<file path="src/rtl/deser_pkg.sv">
// Shared constants and the length-code mapping used by both ends of the serial link.
package deser_pkg;

  localparam int unsigned DEF_DATA_W  = 16;
  localparam int unsigned DEF_MIN_LEN = 3;
  localparam int unsigned DEF_MOD_W   = $clog2(DEF_DATA_W);

  // A full-width frame is encoded as 0; shorter frames carry their bit count.
  function automatic int unsigned len_to_mod(input int unsigned len,
                                             input int unsigned data_w = DEF_DATA_W);
    return (len >= data_w) ? 0 : len;
  endfunction

endpackage

</file>
<file path="src/rtl/deserializer.sv">
// Rebuilds MSB-first serial frames into parallel words with a length code;
// frames shorter than MIN_LEN are dropped and flagged.
module deserializer
  import deser_pkg::*;
#(
  parameter  int unsigned DATA_W  = DEF_DATA_W,
  parameter  int unsigned MIN_LEN = DEF_MIN_LEN,
  localparam int unsigned MOD_W   = $clog2(DATA_W)
) (
  input  logic              clk_i,
  input  logic              rst_n_i,
  input  logic              ser_data_i,
  input  logic              ser_data_val_i,
  input  logic              ser_last_i,
  output logic [DATA_W-1:0] deser_data_o,
  output logic [MOD_W-1:0]  deser_mod_o,
  output logic              deser_data_val_o,
  output logic              deser_err_o,
  output logic              busy_o
);

  logic [MOD_W-1:0]  cnt_reg, cnt_next;
  logic [DATA_W-1:0] cap_reg, cap_next;
  logic [DATA_W-1:0] cap_written;
  logic [DATA_W-1:0] bit_sel;
  logic [MOD_W:0]    frame_len;
  logic              close, emit, drop;

  logic [DATA_W-1:0] data_reg, data_next;
  logic [MOD_W-1:0]  mod_reg, mod_next;
  logic              val_reg, err_reg, busy_reg;

  // One-hot write position: bit cnt of the frame lands at index DATA_W-1-cnt.
  genvar gi;
  for (gi = 0; gi < DATA_W; gi++) begin : g_sel
    assign bit_sel[gi] = (cnt_reg == MOD_W'(DATA_W - 1 - gi));
  end

  always_comb begin
    cap_written = cap_reg;
    cnt_next    = cnt_reg;
    cap_next    = cap_reg;
    if (ser_data_val_i) begin
      cap_written = (cap_reg & ~bit_sel) | (bit_sel & {DATA_W{ser_data_i}});
    end
    frame_len = {1'b0, cnt_reg} + (MOD_W + 1)'(ser_data_val_i);
    close     = (frame_len == (MOD_W + 1)'(DATA_W)) ||
                (ser_last_i && (frame_len != '0));
    emit      = close && (frame_len >= (MOD_W + 1)'(MIN_LEN));
    drop      = close && !emit;
    // Clearing on close keeps stale bits out of the next, possibly shorter, frame.
    if (close) begin
      cnt_next = '0;
      cap_next = '0;
    end else begin
      cnt_next = frame_len[MOD_W-1:0];
      cap_next = cap_written;
    end
    data_next = data_reg;
    mod_next  = mod_reg;
    if (emit) begin
      data_next = cap_written;
      mod_next  = MOD_W'(len_to_mod(32'(frame_len), DATA_W));
    end
  end

  always_ff @(posedge clk_i or negedge rst_n_i) begin
    if (!rst_n_i) begin
      cnt_reg  <= '0;
      cap_reg  <= '0;
      data_reg <= '0;
      mod_reg  <= '0;
      val_reg  <= 1'b0;
      err_reg  <= 1'b0;
      busy_reg <= 1'b0;
    end else begin
      cnt_reg  <= cnt_next;
      cap_reg  <= cap_next;
      data_reg <= data_next;
      mod_reg  <= mod_next;
      val_reg  <= emit;
      err_reg  <= drop;
      busy_reg <= (cnt_next != '0);
    end
  end

  assign deser_data_o     = data_reg;
  assign deser_mod_o      = mod_reg;
  assign deser_data_val_o = val_reg;
  assign deser_err_o      = err_reg;
  assign busy_o           = busy_reg;

endmodule

</file>
<file path="config.mk">
export PLATFORM = sky130hd
export DESIGN_NAME = deserializer
export DESIGN_NICKNAME = d
export VERILOG_FILES = /design/src/rtl/deser_pkg.sv /design/src/rtl/deserializer.sv
export SDC_FILE = /design/constraint.sdc
export NUM_CORES = 1
export LEC_CHECK = 0
export ABC_AREA = 1
export CAP_MARGIN = 20
export CELL_PAD_IN_SITES_DETAIL_PLACEMENT = 0
export CELL_PAD_IN_SITES_GLOBAL_PLACEMENT = 2
export CORE_UTILIZATION = 31
export CTS_CLUSTER_SIZE = 28
export DETAILED_ROUTE_END_ITERATION = 8
export HOLD_SLACK_MARGIN = 0.06
export PLACE_DENSITY = 0.75
export SYNTH_ARGS = -nofsm -noshare
export SYNTH_HDL_FRONTEND = slang
export SYNTH_SLANG_ARGS = --single-unit
</file>
<file path="constraint.sdc">
create_clock -name clk_i -period 2.3 [get_ports clk_i]
set_input_delay 0.345 -clock clk_i [delete_from_list [all_inputs] [get_ports clk_i]]
set_output_delay 0.345 -clock clk_i [all_outputs]
set_load 0.01 [all_outputs]
</file>
### Word level (Yosys, flattened, before mapping)

Index checks and enable logic that the tools add are counted.

* register bits after elaboration: 43
* latch bits: 0
* RAM bits: 0
* memory bits (read-only): 0
* output and inout port bits: 23
* memories kept: 0

* $add $sub $neg: 1
* multipliers: 0
* div/mod/pow operators: 0
* magnitude comparators: 2
* equal/unequal tests: 16
* shifts and indexed selects: 0
* mux-type cells: 4
* bitwise operators: 4
* reductions and logical operators: 8

Operators by type and width (count)
* 16-bit bitwise AND: 2
* 4-bit == test (second input constant): 8
* 16-bit two-way mux: 2
* 4-bit by 3-bit == test with 1-bit output (second input constant): 4
* 16-bit inverter: 1
* 16-bit OR: 1
* 4-bit by 2-bit == test with 1-bit output (second input constant): 2
* 4-bit two-way mux: 2
* 4-bit by 1-bit adder with 5-bit output: 1
* 5-bit == test (second input constant): 1
* 5-bit by 2-bit greater-or-equal comparator with 1-bit output (second input constant): 1
* 5-bit greater-or-equal comparator (second input constant): 1
* 5-bit nonzero test: 1
* 4-bit by 1-bit == test with 1-bit output (second input constant): 1
* 4-bit zero test: 1
* 4-bit nonzero test: 1
* 1-bit logical AND: 3
* 1-bit zero test: 1
* 1-bit logical OR: 1

### Longest topological paths before layout

* depth after elaboration: 7
* gate-level depth with buffers: 10
* mapped depth without buffers: 9

### Least setup slack after synthesis

No wires, ideal clock.

* path kind: reg2reg
* start: register cnt_reg[0]
* end: register mod_reg[2] (netlist: deser_mod_o[2])
* setup time: 0.117 ns
* arrival: 1.626 ns
* required time: 2.183 ns
* setup slack: 0.557 ns
* cell stages (with the launch flop): 10
* buffers on the path: 1
* cells stage by stage: dfrtp_1 > ha_1 > ha_1 > nor2_1 > nand3_1 > nand2_1 > nand3_1 > buf_4 > nand2_1 > nand2_1

* cells in the longest elaborated chain, start to end: 5
* elaborated cells between the ends (all ways): 9
* classes of those cells: add/sub: 1; order compare: 2; eq/ne: 1; mux: 1; reduce/logical: 4

RTL lines
* start, declared: line deserializer.sv:22 `logic [MOD_W-1:0] cnt_reg, cnt_next;`
* start signal, assigned: line deserializer.sv:77 `cnt_reg <= cnt_next;`
* 4-bit by 1-bit adder with 5-bit output *: line deserializer.sv:46 `frame_len = {1'b0, cnt_reg} + (MOD_W + 1)'(ser_data_val_i);`
* branches (longest 4 deep; another with 5-bit greater-or-equal comparator)
* end signal, assigned: line deserializer.sv:80 `mod_reg <= mod_next;`
* end, declared: line deserializer.sv:30 `logic [MOD_W-1:0] mod_reg, mod_next;`

Mark *: on every way between the ends.
A chain may end at the register's enable or synchronous reset.

### Worst setup path in the final report

* start: input ser_data_val_i
* end: register data_reg[8] (netlist: deser_data_o[8])

* cells in the longest elaborated chain, start to end: 5
* elaborated cells between the ends (all ways): 8
* classes of those cells: add/sub: 1; order compare: 1; eq/ne: 1; mux: 1; reduce/logical: 4

RTL lines
* start, declared: line deserializer.sv:13 `input logic ser_data_val_i,`
* branches (longest 5 deep; another with 4-bit by 1-bit adder with 5-bit output)
* end signal, assigned: line deserializer.sv:79 `data_reg <= data_next;`
* end, declared: line deserializer.sv:29 `logic [DATA_W-1:0] data_reg, data_next;`

Several ways; the timed one is not identified.

==> run summary <==
status -> finished, final reports clean
Max Cap Viol -> 0
Die Ht -> 83.0 um
post-synthesis net count -> 263
Lkg Pwr -> 1.40 nW
Register Area -> 1080 sq um
Avg Cell Area, Syn -> 7.95 sq um
CTS tree -> done
gp weighted congestion -> 0.708
CP max stage cell -> clkdlybuf4s50_1
Synth top area share -> 52.9%
vias in the first global route -> 1,657
total length of routed wires -> 4720 um
crit path DAT -> 2210 ps
non-filler instance count after layout -> 371
die width -> 83.0 um
Die ar. -> 6890 sq um
clk slew on worst S/H paths -> 80 ps
Clock Root Buffer -> clkbuf_8
setup bufs post-CTS -> 0
multi-input logic area -> 753 sq um
Fin. Hold Viols -> 0
YS warnings -> 0
setup TNS -> 0 ps
sequential share of the synthesized area -> 52.9%
DRC Markers -> 0
row cnt -> 29
antenna-violating nets left -> 0
DR iter-0 viols -> 63
CTS buffer count -> 5
first-pass GRT wire length -> 8090 um
Area growth syn-to-layout -> 25.2%
total grt overflow -> 0
I/O Buffers -> 27
final HPWL from detailed placement -> 3460 um
largest net degree at the start of global routing -> 28
RR Startpoint -> cnt_reg[0]$_DFF_PN0_
share of cells above drive strength 1 -> 8.50%
Clk Latency, worst-skew pair -> 290 ps
placed cells -> 363
post-layout instance area -> 2550 sq um
Cells after Synth -> 256
most common cell after layout, fill and taps aside -> nand2_1
antenna cells -> 0
R2R cell count -> 8
Total GRT Usage -> 14.9%
CP required -> 2540 ps
fillcell total -> 681
commonest cells after routing, fill and taps aside -> nand2_1 (70), dfrtp_1 (43), nor2_1 (36)
type of origin of the critical path -> input pin
Worst Setup End Kind -> flip-flop
initial antenna violation count -> 0
Nets -> 300
dpl ws -> 39.9 ps
reg2reg setup slack -> 370 ps
CTS H-Tree Depth -> 2
TritonRoute pass-1 iters -> 4
Post-Synthesis Cell Area -> 2030 sq um
Yosys reg bits -> 43
RR Endpoint -> deser_data_o[8]$_DFFE_PN0P_
initial core utilization -> 32.0%
Worst-Margin Slew -> 631 ps
crit path max fanout -> 13
slowest stage delay, CP -> 420 ps
I/O pin count -> 28
PwrDens -> 1080 nW/um^2
final slew viol count -> 0
Synth area leaders -> dfrtp_1 (53%), nand2_1 (13%), nand3_1 (6.6%)
CTS Hold Bufs -> 0
Clock Skew -> 2.29 ps
RSZ-0062 raised after global routing -> no
Max Fclk -> 0.506 GHz
Vias -> 1,666
period utilization -> 86.0%
leading area contributor after synthesis -> dfrtp_1
Core Area -> 6350 sq um
cell chain of the critical path -> clkdlybuf4s50_1 > ha_1 > ha_1 > xnor2_2 > nand4_1 > nand3_1 > buf_4 > nand2_1 > nand2_1
minimum clock period -> 1980 ps
placed cell areas -> 2430 sq um
Worst Path Class, Setup -> in -> reg
CTS sink cnt -> 43
WL/cell -> 12.7 um
vias per inst -> 4.49
CTS resizes -> 0
final setup fails -> 0
Rel. slew slack -> 57.9%
Distinct cells, synth -> 19
Worst VDD drop -> 0.000474 V
worst hold path type -> in -> async
Max clock buf depth -> 2
worst setup margin -> 323 ps
==> cell usage after synthesis <==
cell type and n:
buf_4 3, inv_2 1, nor3_1 2, nand3_1 27
a21oi_1 9, dfrtp_1 43, o21ai_0 8, nand4_1 4
buf_6 3, nand2_2 2, ha_1 2, buf_2 2
xnor2_2 1, o21bai_1 2, nor2_1 36, inv_1 35
clkbuf_1 1, and2_1 5, nand2_1 70
==> through the flow <==
stage	utilization [%]	total power [mW]	hold slack [ps]
5_1_grt	40.1	3.01	85.5
4_1_cts	40.1	2.81	76.4
3_3_place_gp	38.2	2.17	403
2_1_floorplan	-	1.70	49.4
6_report	40.1	2.76	59.4
3_5_place_dp	38.2	2.18	407
==> where the power goes <==
group | leakage [nW] | internal, mW | total [mW] | switching (mW)
combinational | 0.751 | 0.473 | 1.14 | 0.667
clock | 0.0612 | 0.352 | 0.614 | 0.263
sequential | 0.587 | 0.912 | 1.01 | 0.0943
==> layer usage <==
| metal | vias up | wire, um | global-route usage (%) |
|---|---|---|---|
| met4 | 0 | 55 | 5.02 |
| met3 | 5 | 164 | 3.28 |
| li1 | 864 | - | - |
| met5 | - | 0 | 0 |
| met1 | 766 | 2280 | 20.2 |
| met2 | 31 | 2220 | 23.7 |
==> cells by family after synthesis <==
kind of cell,count (synthesis),synth area share [%]
simple gates,146,30.1
buf+inv,45,10.1
flops,43,52.9
compound gates,19,4.92
fa+ha+maj,2,1.23
xor+xnor,1,0.800
==> worst max-delay path, delay by kind of cell <==
| kind | cells | cell delay [ps] |
|---|---|---|
| and+or+nand+nor | 4 | 510 |
| buffers and inverters | 2 | 630 |
| xor gates and xnor gates | 1 | 240 |
| adders and majority gates | 2 | 480 |
==> worst max path at each step <==
stage | startpoint | to | slack (ps) | cells past startpoint
after floorplan | cnt_reg[0]$_DFF_PN0_ | deser_mod_o[2]$_DFFE_PN0P_ | 560 | 9
after global placement | ser_data_val_i | deser_mod_o[0]$_DFFE_PN0P_ | 30 | 9
after detailed placement | ser_data_val_i | deser_data_o[8]$_DFFE_PN0P_ | 40 | 9
after CTS | ser_data_val_i | deser_data_o[8]$_DFFE_PN0P_ | 340 | 9
after global routing | ser_data_val_i | deser_mod_o[3]$_DFFE_PN0P_ | 180 | 9
final | ser_data_val_i | deser_data_o[8]$_DFFE_PN0P_ | 320 | 9
==> final cells by class <==
type / count / area share (%)
clock buffers: 6 / 3.24
multi-input cells: 168 / 29.6
well taps: 77 / 3.78
flip-flops and latches: 43 / 42.3
repair buffers: 39 / 14.4
clock inverters: 2 / 1.38
inverters: 36 / 5.31
Note: power is estimated with default switching activity, not from simulation.
==> edit (same settings) <==
Add an input register stage for `ser_data_i`, `ser_data_val_i` and `ser_last_i`; this delays them by one clock.
--- a/src/rtl/deserializer.sv
+++ b/src/rtl/deserializer.sv
@@ -18,6 +18,16 @@
   output logic              deser_err_o,
   output logic              busy_o
 );
+
+  logic ser_data_q;
+  logic ser_data_val_q;
+  logic ser_last_q;
+
+  always_ff @(posedge clk_i) begin
+    ser_data_q     <= ser_data_i;
+    ser_data_val_q <= ser_data_val_i;
+    ser_last_q     <= ser_last_i;
+  end
 
   logic [MOD_W-1:0]  cnt_reg, cnt_next;
   logic [DATA_W-1:0] cap_reg, cap_next;
@@ -40,12 +50,12 @@
     cap_written = cap_reg;
     cnt_next    = cnt_reg;
     cap_next    = cap_reg;
-    if (ser_data_val_i) begin
-      cap_written = (cap_reg & ~bit_sel) | (bit_sel & {DATA_W{ser_data_i}});
+    if (ser_data_val_q) begin
+      cap_written = (cap_reg & ~bit_sel) | (bit_sel & {DATA_W{ser_data_q}});
     end
-    frame_len = {1'b0, cnt_reg} + (MOD_W + 1)'(ser_data_val_i);
+    frame_len = {1'b0, cnt_reg} + (MOD_W + 1)'(ser_data_val_q);
     close     = (frame_len == (MOD_W + 1)'(DATA_W)) ||
-                (ser_last_i && (frame_len != '0));
+                (ser_last_q && (frame_len != '0));
     emit      = close && (frame_len >= (MOD_W + 1)'(MIN_LEN));
     drop      = close && !emit;
     // Clearing on close keeps stale bits out of the next, possibly shorter, frame.
Behaviour: not the same (Yosys sat finds a counterexample within 4 cycles, from zero or initial values and one cycle with rst_n_i low).
==> edit against the unedited design <==
The flow now finishes with violations (DRC). Worst setup slack got worse by 0.087 ns. Synthesized cell count increased by 1.2%. Critical endpoint is now deser_data_o[4]. Total power decreased by 8.6%. Highest routed layer unchanged. Cell area increased by 0.15%. Sequential cell count increased by 3. Largest power group is now sequential cells. Synthesized area increased by 3.0%. Wire length decreased by 3.9%. Sequential share of layout area increased by 2.3 points. Critical path type is now flip-flop to flip-flop.
==> edit: results (changes against the unedited design) <==
[global_routing]
grt_pass1_wl_um = 7940  ; -2.0%
grt_max_degree = 44  ; +57%
grt_pass1_vias = 1607  ; -3.0%
use_met2_pct = 22.4  ; -1.3 points
grt_util_all_layers_pct = 14.3  ; -0.63 points
use_met1_pct = 19.7  ; -0.49 points
grtUsageMet3_pct = 3.15  ; -0.13 points

[final_layout]
drive_above_1_share_pct = 5.84  ; -2.7 points
finalNetCount = 297  ; -1.0%

[synth]
ys_seq_area_share_pct = 54.2  ; +1.4 points
netlist.area_leader.share_pct = 51.4  ; -1.5 points
synthArstFlopShare_pct = 93.5  ; -6.5 points
synth_nets = 266  ; +1.1%
synthDistinctLibCells = 20  ; +1
synth-edff-count = 0  ; unchanged
synthTopCellsByArea = dfrtp_1 (51%), nand2_1 (13%), nand3_1 (6.5%)
syn_area_per_cell_um2 = 8.09  ; +1.8%

[place]
dp.cells = 359  ; -1.1%
dp_slack_ns = 0.224  ; +0.184 ns
hpwl_um = 3200  ; -7.4%
dpl_cell_area_um2 = 2450  ; +0.82%
place.gp.congestion = 0.733  ; +3.6%

[outcome]
status = complete, but fails checks
violations = DRC

[setup_path]
cp_max_fo = 24  ; +11
arrival_ns = 2.25  ; +0.04 ns
rr_worst_depth = 9  ; +1
crit_type = flip-flop to flip-flop
reg2reg_to = deser_data_o[4]
cp-startpoint = cnt_reg[0]
regToRegSetupSlack_ns = 0.24  ; -0.13 ns

[pwr]
p_leak_nw = 1.39  ; -0.88%
ir_drop_mv = 0.582  ; +23%
switchingPower_mw = 0.956  ; -6.7%

[detailed_routing]
first_pass_iters = 8  ; +4
remaining_drc_errors = 6  ; +6
routed_wl_um = 4530  ; -3.9%
viasPerCell = 4.39  ; -2.1%
wire_per_inst_um = 12.3  ; -3.2%
drt_iter0_drc = 72  ; +14%

[sta]
whs_ns = 0.468  ; +0.409 ns
hold_violations = 0  ; unchanged
max_slew_margin_pct = 68.6  ; +11 points
period_share_pct = 89.7  ; +3.8 points
finalClockSkew_ns = 0.00451  ; +0.00222 ns

[hold_path]
min_to = cnt_reg[3]
hold_start = ser_last_q
hold_path_class = flip-flop to flip-flop

[cts]
insertion_delay_ns = 0.29  ; about the same

-- edit: cell count changes after synthesis, sizes merged --
cell / change
dfxtp: +3
-- edit: area by class of cell --
cell class              count  area (um2)
inverters                  36         135
flip-flops and latches     46        1140
multi-input cells         168         753
fillers                   695        3870
well taps                  77        96.3
repair buffers             33         338
clock buffers               7        86.3
clock inverters             1        5.00
-- edit: critical path, stage by stage, from the launching register on --
cell and delay [ns]:
dfrtp_1 0.42, ha_1 0.23, ha_1 0.32, nor2_1 0.21, nand3_1 0.12, nand2_1 0.09
nand2_2 0.17, buf_12 0.22, nand3_1 0.09, nand2_1 0.07
-- edit: power groups by stage --
stage | sequential [mW] | clock, mW | combinational, mW
after floorplan | 1.06 | 0 | 0.639
after global placement | 1.04 | 0 | 1.01
after detailed placement | 1.05 | 0 | 1.01
after CTS | 1.03 | 0.532 | 1.02
after global routing | 1.05 | 0.568 | 1.14
final | 1.03 | 0.504 | 0.989
-- edit: logic make-up (layout without fill, tap and decap cells) --
family | count (synthesis) | after routing | synth area share, %
adder cells (fa/ha/maj) | 2 | 2 | 1.19
AO/OA/AOI/OAI | 19 | 19 | 4.78
flip-flops | 46 | 46 | 54.2
XOR/XNOR | 1 | 1 | 0.777
AND/OR/NAND/NOR | 146 | 146 | 29.2
buffers and inverters | 45 | 77 | 9.80
-- edit: layer usage --
metal	vias to the layer above	part of all wire, %
met3	7	5.0
met2	31	44
li1	861	-
met5	-	0
met1	718	49
met4	0	1.3
-- edit: what timing repair did --
action	in CTS	in global routing
hold buffers	1	0
buffers inserted	0	0
hold endpoints to repair	43	0
